[config.mk]
export PLATFORM = sky130hd
export DESIGN_NAME = capt_sched_flat
export DESIGN_NICKNAME = d
export VERILOG_FILES = /design/src/rtl/capt_sched_pkg.sv /design/src/rtl/capt_sched_if.sv /design/src/rtl/capt_desc_fifo.sv /design/src/rtl/capt_sched.sv /design/src/flat_wrapper.sv
export SDC_FILE = /design/constraint.sdc
export NUM_CORES = 1
export LEC_CHECK = 0
export BUFFER_PORTS_ARGS = -buffer_cell sky130_fd_sc_hd__buf_2
export CAP_MARGIN = 10
export CORE_ASPECT_RATIO = 2
export CORE_MARGIN = 5
export CORE_UTILIZATION = 58
export DETAILED_ROUTE_END_ITERATION = 10
export PLACE_DENSITY_LB_ADDON = 0.25
export SLEW_MARGIN = 20
export SYNTH_ARGS = -nofsm -noshare
export SYNTH_HDL_FRONTEND = slang
export SYNTH_SLANG_ARGS = --single-unit
[constraint.sdc]
create_clock -name clk -period 9.6 [get_ports clk]
set_input_delay 1.92 -clock clk [delete_from_list [all_inputs] [get_ports clk]]
set_output_delay 1.92 -clock clk [all_outputs]
set_load 0.005 [all_outputs]
[src/rtl/capt_sched_pkg.sv]
// capt_sched_pkg: shared types for the capture scheduler.
// FSM state encoding, descriptor record, default header size.
package capt_sched_pkg;

    typedef enum logic [1:0] {
        IDLE,
        ISSUE,
        WAIT,
        UPDATE
    } state_e;

    typedef struct packed {
        logic [31:0] pkt_begin;
        logic [31:0] pkt_end;
    } desc_t;

    localparam int unsigned HDR_BYTES_DEF = 16;

    function automatic logic [31:0] sat_inc(input logic [31:0] v);
        return (v == '1) ? v : v + 32'd1;
    endfunction

endpackage

[src/rtl/capt_sched_if.sv]
// capt_sched_if: descriptor handshake from the ingress parser plus
// the start/done bus to wr_ctrl. slave = scheduler, master = environment.
interface capt_sched_if;

    logic        desc_valid;
    logic        desc_ready;
    logic [31:0] desc_begin;
    logic [31:0] desc_end;

    logic        wc_start;
    logic [31:0] wc_pkt_begin;
    logic [31:0] wc_pkt_end;
    logic [31:0] wc_buf_start;
    logic [31:0] wc_buf_size;
    logic        wc_done;
    logic        wc_wrap;

    modport slave (
        input  desc_valid, desc_begin, desc_end,
        input  wc_done, wc_wrap,
        output desc_ready,
        output wc_start, wc_pkt_begin, wc_pkt_end,
        output wc_buf_start, wc_buf_size
    );

    modport master (
        output desc_valid, desc_begin, desc_end,
        output wc_done, wc_wrap,
        input  desc_ready,
        input  wc_start, wc_pkt_begin, wc_pkt_end,
        input  wc_buf_start, wc_buf_size
    );

endinterface

[src/rtl/capt_desc_fifo.sv]
// capt_desc_fifo: first-word-fall-through descriptor queue.
// Ports: clk, rst_n (sync, active-low), push_i/din_i, pop_i/dout_o, full_o, empty_o.
module capt_desc_fifo
    import capt_sched_pkg::*;
#(
    parameter int unsigned DEPTH = 4
) (
    input  logic  clk,
    input  logic  rst_n,
    input  logic  push_i,
    input  desc_t din_i,
    input  logic  pop_i,
    output desc_t dout_o,
    output logic  full_o,
    output logic  empty_o
);

    localparam int unsigned AW = (DEPTH > 1) ? $clog2(DEPTH) : 1;

    desc_t          mem_q [DEPTH];
    logic [AW-1:0]  wr_q;
    logic [AW-1:0]  rd_q;
    logic [AW:0]    cnt_q;
    logic [AW:0]    cnt_d;
    logic           do_push;
    logic           do_pop;

    assign full_o  = (cnt_q == (AW+1)'(DEPTH));
    assign empty_o = (cnt_q == '0);
    assign dout_o  = mem_q[rd_q];

    // A pop frees its slot in the same cycle, so a full queue may push.
    assign do_pop  = pop_i && !empty_o;
    assign do_push = push_i && (!full_o || do_pop);

    always_comb begin
        cnt_d = cnt_q;
        if (do_push && !do_pop) cnt_d = cnt_q + 1'b1;
        if (do_pop && !do_push) cnt_d = cnt_q - 1'b1;
    end

    always_ff @(posedge clk) begin
        if (do_push) mem_q[wr_q] <= din_i;
    end

    always_ff @(posedge clk) begin
        if (!rst_n) begin
            wr_q  <= '0;
            rd_q  <= '0;
            cnt_q <= '0;
        end else begin
            if (do_push) wr_q <= wr_q + 1'b1;
            if (do_pop)  rd_q <= rd_q + 1'b1;
            cnt_q <= cnt_d;
        end
    end

endmodule

[src/rtl/capt_sched.sv]
// capt_sched: queues packet descriptors and runs wr_ctrl one packet at a time.
// Ports: clk, reset (sync, active-low), cfg_* from CSR, bus (capt_sched_if.slave),
//   busy, pkt/drop/byte counters, wrap_irq; timeout_err with CAPT_SCHED_WATCHDOG_EN.
module capt_sched
    import capt_sched_pkg::*;
#(
    parameter int unsigned DESC_DEPTH     = 4,
    parameter int unsigned HDR_BYTES      = HDR_BYTES_DEF,
    parameter int unsigned TIMEOUT_CYCLES = 65535
) (
    input  logic        clk,
    input  logic        reset,
    input  logic        cfg_enable,
    input  logic [31:0] cfg_buf_start,
    input  logic [31:0] cfg_buf_size,
    capt_sched_if.slave bus,
    output logic        busy,
    output logic [31:0] pkt_count,
    output logic [31:0] drop_count,
    output logic [31:0] byte_count,
    output logic        wrap_irq
`ifdef CAPT_SCHED_WATCHDOG_EN
    ,
    output logic        timeout_err
`endif
);

    state_e      state_q;
    state_e      state_d;
    desc_t       head;
    desc_t       din;
    logic        full;
    logic        empty;
    logic        pop;
    logic        timeout;
    logic        rdy_q;
    logic        accept;
    logic        bad;
    logic        push;
    logic [31:0] len;
    logic [1:0]  drop_add;
    logic [32:0] drop_sum;

    logic        wc_start_q;
    logic [31:0] wc_beg_q;
    logic [31:0] wc_end_q;
    logic [31:0] wc_bst_q;
    logic [31:0] wc_bsz_q;
    logic [31:0] pkt_q;
    logic [31:0] drop_q;
    logic [31:0] byte_q;
    logic        wrap_q;
    logic        irq_q;

    // Screening at enqueue; the header sum is 33 bits so it cannot wrap.
    assign len    = bus.desc_end - bus.desc_begin;
    assign accept = bus.desc_valid && bus.desc_ready;
    assign bad    = !cfg_enable
                 || (bus.desc_end <= bus.desc_begin)
                 || (({1'b0, len} + 33'(HDR_BYTES)) > {1'b0, cfg_buf_size});
    assign push   = accept && !bad;

    assign din.pkt_begin = bus.desc_begin;
    assign din.pkt_end   = bus.desc_end;

    capt_desc_fifo #(
        .DEPTH (DESC_DEPTH)
    ) u_fifo (
        .clk     (clk),
        .rst_n   (reset),
        .push_i  (push),
        .din_i   (din),
        .pop_i   (pop),
        .dout_o  (head),
        .full_o  (full),
        .empty_o (empty)
    );

    // rdy_q keeps desc_ready low while reset is held.
    assign bus.desc_ready   = rdy_q && !full;
    assign bus.wc_start     = wc_start_q;
    assign bus.wc_pkt_begin = wc_beg_q;
    assign bus.wc_pkt_end   = wc_end_q;
    assign bus.wc_buf_start = wc_bst_q;
    assign bus.wc_buf_size  = wc_bsz_q;

    assign busy       = (state_q != IDLE) || !empty;
    assign pkt_count  = pkt_q;
    assign drop_count = drop_q;
    assign byte_count = byte_q;
    assign wrap_irq   = irq_q;

`ifdef CAPT_SCHED_WATCHDOG_EN
    localparam logic [15:0] WD_LAST = 16'(TIMEOUT_CYCLES - 1);
    logic [15:0] wd_q;
`endif

    always_comb begin
        state_d = state_q;
        pop     = 1'b0;
        timeout = 1'b0;
        unique case (state_q)
            IDLE: begin
                if (!empty && cfg_enable) state_d = ISSUE;
            end
            ISSUE: begin
                pop     = 1'b1;
                state_d = WAIT;
            end
            WAIT: begin
                if (bus.wc_done) begin
                    state_d = UPDATE;
`ifdef CAPT_SCHED_WATCHDOG_EN
                end else if (wd_q == WD_LAST) begin
                    state_d = IDLE;
                    timeout = 1'b1;
`endif
                end
            end
            UPDATE: begin
                state_d = IDLE;
            end
            default: state_d = IDLE;
        endcase
    end

    always_ff @(posedge clk) begin
        if (!reset) state_q <= IDLE;
        else        state_q <= state_d;
    end

    // Enqueue drops and watchdog drops may land in the same cycle.
    assign drop_add = {1'b0, accept && bad} + {1'b0, timeout};
    assign drop_sum = {1'b0, drop_q} + {31'd0, drop_add};

    always_ff @(posedge clk) begin
        if (!reset) begin
            rdy_q      <= 1'b0;
            wc_start_q <= 1'b0;
            wc_beg_q   <= '0;
            wc_end_q   <= '0;
            wc_bst_q   <= '0;
            wc_bsz_q   <= '0;
            pkt_q      <= '0;
            drop_q     <= '0;
            byte_q     <= '0;
            wrap_q     <= 1'b0;
            irq_q      <= 1'b0;
        end else begin
            rdy_q      <= 1'b1;
            wc_start_q <= (state_d == ISSUE);
            // Load on the way into ISSUE so the bus is valid with wc_start.
            if (state_q == IDLE && state_d == ISSUE) begin
                wc_beg_q <= head.pkt_begin;
                wc_end_q <= head.pkt_end;
                wc_bst_q <= cfg_buf_start;
                wc_bsz_q <= cfg_buf_size;
            end
            if (state_q == UPDATE) begin
                pkt_q  <= sat_inc(pkt_q);
                byte_q <= byte_q + (wc_end_q - wc_beg_q);
            end
            drop_q <= drop_sum[32] ? 32'hFFFF_FFFF : drop_sum[31:0];
            wrap_q <= bus.wc_wrap;
            irq_q  <= bus.wc_wrap && !wrap_q;
        end
    end

`ifdef CAPT_SCHED_WATCHDOG_EN
    always_ff @(posedge clk) begin
        if (!reset) begin
            wd_q        <= '0;
            timeout_err <= 1'b0;
        end else begin
            if (state_q == ISSUE)     wd_q <= '0;
            else if (state_q == WAIT) wd_q <= wd_q + 16'd1;
            if (timeout) timeout_err <= 1'b1;
        end
    end
`endif

endmodule
[src/flat_wrapper.sv]
// flat-port wrapper written by rule: the top's interface ports become plain ports
module capt_sched_flat import capt_sched_pkg::*;
#(
    parameter int unsigned DESC_DEPTH     = 4,
    parameter int unsigned HDR_BYTES      = HDR_BYTES_DEF,
    parameter int unsigned TIMEOUT_CYCLES = 65535
)
  (clk, reset, cfg_enable, cfg_buf_start, cfg_buf_size, busy, pkt_count, drop_count, byte_count, wrap_irq, bus_desc_valid, bus_desc_begin, bus_desc_end, bus_wc_done, bus_wc_wrap, bus_desc_ready, bus_wc_start, bus_wc_pkt_begin, bus_wc_pkt_end, bus_wc_buf_start, bus_wc_buf_size);
  capt_sched_if bus_i ();
  input  logic clk;
  input  logic reset;
  input  logic cfg_enable;
  input  logic [31:0] cfg_buf_start;
  input  logic [31:0] cfg_buf_size;
  output logic busy;
  output logic [31:0] pkt_count;
  output logic [31:0] drop_count;
  output logic [31:0] byte_count;
  output logic wrap_irq;
  input wire logic [$bits(bus_i.desc_valid)-1:0] bus_desc_valid;
  input wire logic [$bits(bus_i.desc_begin)-1:0] bus_desc_begin;
  input wire logic [$bits(bus_i.desc_end)-1:0] bus_desc_end;
  input wire logic [$bits(bus_i.wc_done)-1:0] bus_wc_done;
  input wire logic [$bits(bus_i.wc_wrap)-1:0] bus_wc_wrap;
  output wire logic [$bits(bus_i.desc_ready)-1:0] bus_desc_ready;
  output wire logic [$bits(bus_i.wc_start)-1:0] bus_wc_start;
  output wire logic [$bits(bus_i.wc_pkt_begin)-1:0] bus_wc_pkt_begin;
  output wire logic [$bits(bus_i.wc_pkt_end)-1:0] bus_wc_pkt_end;
  output wire logic [$bits(bus_i.wc_buf_start)-1:0] bus_wc_buf_start;
  output wire logic [$bits(bus_i.wc_buf_size)-1:0] bus_wc_buf_size;
  assign bus_i.desc_valid = bus_desc_valid;
  assign bus_i.desc_begin = bus_desc_begin;
  assign bus_i.desc_end = bus_desc_end;
  assign bus_i.wc_done = bus_wc_done;
  assign bus_i.wc_wrap = bus_wc_wrap;
  assign bus_desc_ready = bus_i.desc_ready;
  assign bus_wc_start = bus_i.wc_start;
  assign bus_wc_pkt_begin = bus_i.wc_pkt_begin;
  assign bus_wc_pkt_end = bus_i.wc_pkt_end;
  assign bus_wc_buf_start = bus_i.wc_buf_start;
  assign bus_wc_buf_size = bus_i.wc_buf_size;
  capt_sched #(.DESC_DEPTH(DESC_DEPTH), .HDR_BYTES(HDR_BYTES), .TIMEOUT_CYCLES(TIMEOUT_CYCLES)) u_core (.clk(clk), .reset(reset), .cfg_enable(cfg_enable), .cfg_buf_start(cfg_buf_start), .cfg_buf_size(cfg_buf_size), .bus(bus_i), .busy(busy), .pkt_count(pkt_count), .drop_count(drop_count), .byte_count(byte_count), .wrap_irq(wrap_irq));
endmodule
# ---- After elaboration in Yosys (flattened, before gate mapping)
# Memory sizes are Yosys's and may differ from the RTL's. A register that Yosys moved wholly into a read port is not among the register bits.
# Index checks and enable logic that the tools add are counted.
dict set report totals {
  memories 1
  regBits 173
  input_bits 134
  mem_bits_rw 256
  out_inout_bits 228
  wordCells 71
}
dict set report classes {
  bitwise_logic 1
  n_lt_le_gt_ge 2
  mux 10
  n_reduce_logical 28
  add_sub_neg 10
  eq_ne 6
}
# memory words word_bits rd rd_clocked_by_memory_dff write_ports line_no
set mem_list {}
lappend mem_list {u_core.u_fifo.mem_q 4 64 1 1 1 capt_desc_fifo.sv:20} ;# desc_t mem_q [DEPTH];
# cell count
set ops {}
lappend ops {{subtractor 32 bit} 2}
lappend ops {{adder 32 x 1 -> 33 bit} 1}
lappend ops {{adder 32 x 5 -> 33 bit, second input constant} 1}
lappend ops {{> comparator 33 x 32 -> 1 bit} 1}
lappend ops {{adder 32 x 1 -> 32 bit, second input constant} 1}
lappend ops {{adder 32 bit} 1}
lappend ops {{equality test 32 bit, second input constant} 1}
lappend ops {{<= comparator 32 bit} 1}
lappend ops {{2-to-1 mux 32 bit} 1}
lappend ops {{logical AND 1 bit} 11}
lappend ops {{logical NOT 1 bit} 8}
lappend ops {{one-hot mux 2 bit (4 select lines)} 1}
lappend ops {{2-to-1 mux 3 bit} 2}
lappend ops {{adder 2 x 1 -> 2 bit, second input constant} 2}
lappend ops {{equality test 2 x 1 -> 1 bit, second input constant} 2}
lappend ops {{equality test 2 bit, second input constant} 2}
lappend ops {{logical OR 1 bit} 4}
lappend ops {{2-to-1 mux 1 bit} 4}
lappend ops {{2-to-1 mux 2 bit} 2}
lappend ops {{nonzero test 2 bit} 2}
lappend ops {{adder 3 x 1 -> 3 bit, second input constant} 1}
lappend ops {{equality test 3 bit, second input constant} 1}
lappend ops {{logical NOT 3 bit} 1}
lappend ops {{subtractor 3 x 1 -> 3 bit, second input constant} 1}
lappend ops {{other kinds (3)} 3}

# ---- Depth between registers and ports, before layout
dict set report depth {
  ltp_word 10
  ltp_mapped 34
  ltp_nobuf 34
}

# ---- Hierarchy
# Synthesis repeated with hierarchy kept, for this count alone.
dict set report hier_totals {
  hier_cells 2288
  area_unflattened_um2 24254.5
}
# module instances cells_per_inst seq_area_each_um2 area_per_inst_um2
set by_module_without_submodules {}
lappend by_module_without_submodules {capt_sched 1 1894 4604.4 14498.9}
lappend by_module_without_submodules {capt_desc_fifo 1 394 7867.5 9755.6}

# ---- Least setup slack after synthesis
# OpenSTA, ideal clock, no wires.
dict set report synth_path {
  kind {input port to flip-flop}
  startpoint {input port bus_desc_end[0]}
  endpoint {memory u_core.u_fifo.mem_q[0][0] (netlist name), enable pin}
  t_arrival_ns 7.926
  path_buffers 0
  required_time_ns 9.171
  path_slack_ns 1.246
  stages 24
  setup_ns 0.429
  path_cell_list {inv_1 > ha_1 > fa_1 > and2b_1 > o21a_1 > a31oi_1 > xnor2_1 > nand2_2 > or4b_1 > nor4_1 > and3_1 > nand2_1 > xnor2_1 > ha_1 > a21o_1 > a21o_1 > a21oi_1 > nor2b_1 > o21ai_0 > o211ai_1 > o221ai_1 > nand4_1 > a311oi_4 > and2_1}
}
dict set report synth_via {
  elab_chain_len 9
  word_cells_on_any_way 11
  classes_between {2 x add/sub; 2 x order compare; 2 x mux; 5 x reduce/logical}
}
# item line_no
set synth_lines {}
lappend synth_lines {{start: declaration} flat_wrapper.sv:22} ;# input wire logic [$bits(bus_i.desc_end)-1:0] bus_desc_end;
lappend synth_lines {{subtractor 32 bit} capt_sched.sv:56} ;# assign len = bus.desc_end - bus.desc_begin;
lappend synth_lines {{adder 32 x 5 -> 33 bit} capt_sched.sv:60} ;# || (({1'b0, len} + 33'(HDR_BYTES)) > {1'b0, cfg_buf_size});
lappend synth_lines {{> comparator 33 x 32 -> 1 bit} capt_sched.sv:60}
lappend synth_lines {{logical OR 1 bit *} capt_sched.sv:60}
lappend synth_lines {{logical NOT 1 bit *} capt_sched.sv:61} ;# assign push = accept && !bad;
lappend synth_lines {{logical AND 1 bit *} capt_sched.sv:61}
lappend synth_lines {{logical AND 1 bit *} capt_desc_fifo.sv:34} ;# assign do_push = push_i && (!full_o || do_pop);
lappend synth_lines {{2-to-1 mux 1 bit *} capt_desc_fifo.sv:43} ;# if (do_push) mem_q[wr_q] <= din_i;
lappend synth_lines {{2-to-1 mux 1 bit (implied by the code) *} capt_desc_fifo.sv:43}
lappend synth_lines {{end: declaration} capt_desc_fifo.sv:20}
# Every way passes the cells marked *; elsewhere a longest branch is shown, timed or not.

# ---- Worst setup path in the final report
dict set report layout_path {
  startpoint {input port bus_desc_end[0]}
  endpoint {register u_core.drop_q[31] (netlist: u_core.drop_count[31])}
}
dict set report layout_via {
  elab_chain_len 7
  word_cells_on_any_way 9
  classes_between {3 x add/sub; 2 x order compare; 1 x mux; 3 x reduce/logical}
}
# item line_no
set layout_lines {}
lappend layout_lines {{subtractor 32 bit} capt_sched.sv:56}
lappend layout_lines {{adder 32 x 5 -> 33 bit} capt_sched.sv:60}
lappend layout_lines {{> comparator 33 x 32 -> 1 bit} capt_sched.sv:60}
lappend layout_lines {{logical OR 1 bit *} capt_sched.sv:60}
lappend layout_lines {{logical AND 1 bit *} capt_sched.sv:133} ;# assign drop_add = {1'b0, accept && bad} + {1'b0, timeout};
lappend layout_lines {{adder 32 x 1 -> 33 bit *} capt_sched.sv:134} ;# assign drop_sum = {1'b0, drop_q} + {31'd0, drop_add};
lappend layout_lines {{2-to-1 mux 32 bit *} capt_sched.sv:163} ;# drop_q <= drop_sum[32] ? 32'hFFFF_FFFF : drop_sum[31:0];
lappend layout_lines {{end signal: assignment} capt_sched.sv:163}
lappend layout_lines {{end: declaration} capt_sched.sv:50} ;# logic [31:0] drop_q;
# Marked as above.
# A chain may end at the register's enable or synchronous reset.

==> PnR_summary.wiki <==
{| class="wikitable"
! Metric !! Value
|-
| Post-synthesis cell type count || roughly 100
|-
| Critical path start-end classification || input port to flip-flop
|-
| Worst-path fanout max || 6
|-
| Portion of netlist area occupied by mux cells || about 6.9%
|-
| Yosys warnings || 0
|-
| Setup violators final || 0
|-
| Element type at the critical path start || input port
|-
| Starting utilization of the core area || 58.60%
|-
| Ys flop type || sky130_fd_sc_hd__edfxtp_1
|-
| Cells after Synth || approximately 2.3k
|-
| Core box area || between 0.04 and 0.05 mm2
|-
| Drt first pass iters || 6
|-
| Count of hold-fix buffers inserted at cts || 0
|-
| Largest stage delay, worst path || 0.59 ns
|-
| Max-slew violation count || 0
|-
| Via-to-Cell Ratio || just under 6
|-
| Ratio of cells with drive above 1 in the final layout || 21.67%
|-
| Detail Placement HPWL || 49690 um
|-
| Power density normalized to cell area || 235.7 mW/mm2
|-
| Cell Count Post-Placement || between 3k and 4k
|-
| Worst skew pair latency || between 0.5 and 0.6 ns
|-
| Dominant cell type by area after synthesis || sky130_fd_sc_hd__edfxtp_1
|-
| MaxCap Viol Count || 0
|-
| IO Count || 362
|-
| Xor and xnor fraction of the mapped netlist area || 4.376%
|-
| Adder and majority gate portion of the synthesized area || 8.294%
|-
| Initial drt markers || roughly 1.3k
|-
| Max-Slew Margin vs Limit || 30.16%
|-
| Minimum clock period after layout || around 8.6 ns
|-
| Leak pwr || 11.38 nW
|-
| Die span in x || around 160 um
|-
| Post-synth ARST share || 0%
|-
| Most frequently used cell type in the post-synthesis netlist || sky130_fd_sc_hd__nand2_1
|-
| Dominant combinational cell family by area after synthesis || simple AND/OR/NAND/NOR gates
|-
| Clock tree root driver cell || sky130_fd_sc_hd__clkbuf_16
|-
| Post-route DRC violation count || 0
|-
| CTS max path bufs || 3
|-
| Total congestion overflow after global routing || 0
|-
| Floorplan row count || roughly 110
|-
| Peak supply drop || between 0.15 and 0.2 mV
|-
| Top achievable clock speed || 116.3 MHz
|-
| Setup Total Neg Slack || 0 ns
|-
| Avg Synthesized Cell Area || 10.69 um2
|-
| Die footprint || 0.04681 mm2
|-
| Worst Hold Class || flip-flop to flip-flop
|-
| Number of global-route vias before repair || 18.90k
|-
| Largest cells by area after synthesis || sky130_fd_sc_hd__edfxtp_1 31%, sky130_fd_sc_hd__dfxtp_1 19%, sky130_fd_sc_hd__mux4_2 5.9%, sky130_fd_sc_hd__ha_1 5.6%, sky130_fd_sc_hd__nand2_1 5.3%
|-
| ANT nets after route || 0
|-
| Port buffer count || 361
|-
| Cell type of the slowest stage on the worst timing path || sky130_fd_sc_hd__or4b_1
|-
| Count of final hold-check violations || 0
|-
| Worst Setup End Kind || flip-flop
|-
| Total global routing track utilization || 27.54%
|-
| Detailed-route wire length || between 60000 and 70000 um
|-
| First-pass GRT wire length || 101400 um
|-
| Fraction of post-synthesis cell area in the top cell type by area || 31.30%
|-
| Clock sink count || 493
|-
| Number of cells in the finished layout apart from fillers || 3209
|-
| Post-Syn Area || 0.02456 mm2
|-
| Run status || finished clean
|-
| Share of synthesized cell area in and, or, nand and nor gates || 13.63%
|-
| Leading cell types by count after synthesis || 350 x sky130_fd_sc_hd__nand2_1, 256 x sky130_fd_sc_hd__edfxtp_1, 237 x sky130_fd_sc_hd__dfxtp_1
|-
| Routed WL per cell || 20.57 um
|-
| Placer congestion estimate || about 1
|-
| Setup Skew || around 0.023 ns
|-
| Number of buffers created by CTS || between 40 and 50
|-
| Fraction of the mapped netlist area in compound gates || 11.15%
|-
| Slew at the pin closest to its max-slew limit || 1.048 ns
|-
| Fraction of the cycle the final worst path needs || 89.57%
|-
| Count of flip-flops with a built-in enable after synthesis || 256
|-
| Clock transition at the register clock pins on the worst setup and hold paths after CTS || 0.06 ns
|-
| Sequential element share of the synthesized area || 50.62%
|-
| Setup repair after global routing missed its margin || no
|-
| Clock tree from TritonCTS || yes
|-
| Vias || 18.63k
|-
| Count of instances resized after the clock tree is built || 0
|-
| H-tree Lvls || 2
|-
| Signal arrival time at the worst endpoint || 9.06 ns
|-
| Pin count of the biggest net entering global routing || approximately 140
|-
| #FFs+latches synth || a little under 500
|-
| Antenna violations before repair || 11
|-
| Die span in y || approximately 300 um
|-
| Nets in the synthesized netlist || 2574
|-
| Top cell by count, worst path || sky130_fd_sc_hd__nor2_1
|-
| Worst Path Required || about 10 ns
|-
| Post-CTS setup buffer count || 0
|-
| Net total in the final layout || slightly below 3k
|-
| Area overhead of the layout relative to synthesis || 15.36%
|-
| # fillers || 3265
|}
==> state kept, by name (all words and copies together), names as in the netlist, 2 cells and up <==
name,count
u_core.bus.wc_buf_size,32
u_core.bus.wc_pkt_end,32
u_core.u_fifo.rd_q,2
u_core.u_fifo.mem_q,256
u_core.drop_count,32
u_core.byte_count,32
u_core.pkt_count,32
u_core.state_q,2
u_core.bus.wc_pkt_begin,32
u_core.u_fifo.wr_q,2
u_core.u_fifo.cnt_q,3
u_core.bus.wc_buf_start,32
==> where the power goes <==
group	total, mW	switching [mW]	internal [mW]
combinational	2.43	1.44	0.982
clock	1.84	0.774	1.07
sequential	2.41	0.0832	2.33
total	6.68	2.30	4.38
==> routing by layer <==
metal,GRT usage (%),vias up,wire [um]
met5,0,-,34
met1,29.72,9013,23190
met3,3.509,197,3481
met4,14.04,4,3575
met2,51.79,704,35740
li1,-,8716,-
==> critical path: cells and delay by family <==
kind | cells | cell delay [ns]
xor+xnor | 1 | 0.15
compound gates | 11 | 1.55
simple gates | 17 | 4.05
buf+inv | 2 | 0.18
fa+ha+maj | 4 | 1.21
==> per-stage QoR <==
stage | power, mW | worst slack, ns | area, um2 | util, % | hold WS, ns
finish | 6.679 | 1.001 | 28330 | 67.61 | 0.4125
global route | 7.040 | 0.4151 | 28330 | 67.59 | 0.4226
CTS | 6.690 | 1.068 | 28310 | 67.54 | 0.4108
detailed placement | 4.851 | 0.4946 | 26790 | 63.93 | 0.3795
global placement | 4.786 | 0.6974 | 26790 | 63.93 | 0.3766
floorplan | 4.159 | 1.246 | 24560 | - | 0.3674
==> layout by cell type, fill, tap and decap left out, types with 6 or more instances in the layout <==
| master | netlist | final |
|---|---|---|
| sky130_fd_sc_hd__fa_1 | 33 | 33 |
| sky130_fd_sc_hd__nand3b_1 | 6 | 6 |
| sky130_fd_sc_hd__a211oi_1 | 17 | 17 |
| sky130_fd_sc_hd__or3_1 | 20 | 20 |
| sky130_fd_sc_hd__inv_1 | 214 | 214 |
| sky130_fd_sc_hd__clkbuf_16 | 0 | 48 |
| sky130_fd_sc_hd__nor2_1 | 118 | 118 |
| sky130_fd_sc_hd__mux2i_1 | 25 | 25 |
| sky130_fd_sc_hd__nand4_1 | 27 | 27 |
| sky130_fd_sc_hd__a31oi_1 | 7 | 7 |
| sky130_fd_sc_hd__and3_1 | 25 | 25 |
| sky130_fd_sc_hd__o21ai_0 | 47 | 47 |
| sky130_fd_sc_hd__clkinv_2 | 0 | 7 |
| sky130_fd_sc_hd__o211ai_1 | 10 | 10 |
| sky130_fd_sc_hd__buf_2 | 5 | 361 |
| sky130_fd_sc_hd__xor2_1 | 47 | 47 |
| sky130_fd_sc_hd__and2_1 | 18 | 14 |
| sky130_fd_sc_hd__nand2_1 | 350 | 350 |
| sky130_fd_sc_hd__and4_1 | 14 | 14 |
| sky130_fd_sc_hd__a21o_1 | 47 | 47 |
| sky130_fd_sc_hd__nand3_1 | 42 | 42 |
| sky130_fd_sc_hd__diode_2 | 0 | 11 |
| sky130_fd_sc_hd__o21a_1 | 7 | 7 |
| sky130_fd_sc_hd__or2_2 | 10 | 10 |
| sky130_fd_sc_hd__nor2b_1 | 7 | 7 |
| sky130_fd_sc_hd__nor3_1 | 20 | 20 |
| sky130_fd_sc_hd__edfxtp_1 | 256 | 256 |
| sky130_fd_sc_hd__xnor2_1 | 72 | 72 |
| sky130_fd_sc_hd__buf_4 | 1 | 19 |
| sky130_fd_sc_hd__a21oi_1 | 234 | 234 |
| sky130_fd_sc_hd__nand2b_1 | 11 | 11 |
| sky130_fd_sc_hd__ha_1 | 110 | 109 |
| sky130_fd_sc_hd__mux4_2 | 64 | 64 |
| sky130_fd_sc_hd__clkbuf_1 | 73 | 8 |
| sky130_fd_sc_hd__dfxtp_1 | 237 | 235 |
==> cell families (layout without fill, tap and decap cells) <==
kind of cell | after synthesis | after routing
adders and majority gates | 143 | 143
other | 0 | 11
buffers and inverters | 312 | 673
xor gates and xnor gates | 121 | 121
AOI/OAI and AO/OA | 436 | 436
muxes | 90 | 90
and+or+nand+nor | 702 | 702
DFF | 493 | 493
==> worst paths after layout <==
kind         depth (start not counted)                    end  slack (ns)                      from
max reg2reg                         16  u_core.byte_count[30]        5.12  u_core.bus.wc_pkt_end[0]
min reg2reg                          1        u_core.wrap_irq        0.41             u_core.wrap_q
min                                  1        u_core.wrap_irq        0.41             u_core.wrap_q
max                                 35  u_core.drop_count[31]        1.00           bus_desc_end[0]
==> cell type report <==
type	instances	area [um2]	share of cell area, %
Antenna cell	11	27.53	0.09715
Clock buffer	59	1266	4.469
Clock inverter	18	246.5	0.8699
Inverter	216	815.8	2.879
Multi-Input combinational cell	1492	10920	38.53
Sequential cell	493	12440	43.89
Tap cell	540	675.6	2.385
Timing Repair Buffer	380	1949	6.880
Power figures use the tool's default switching activity.
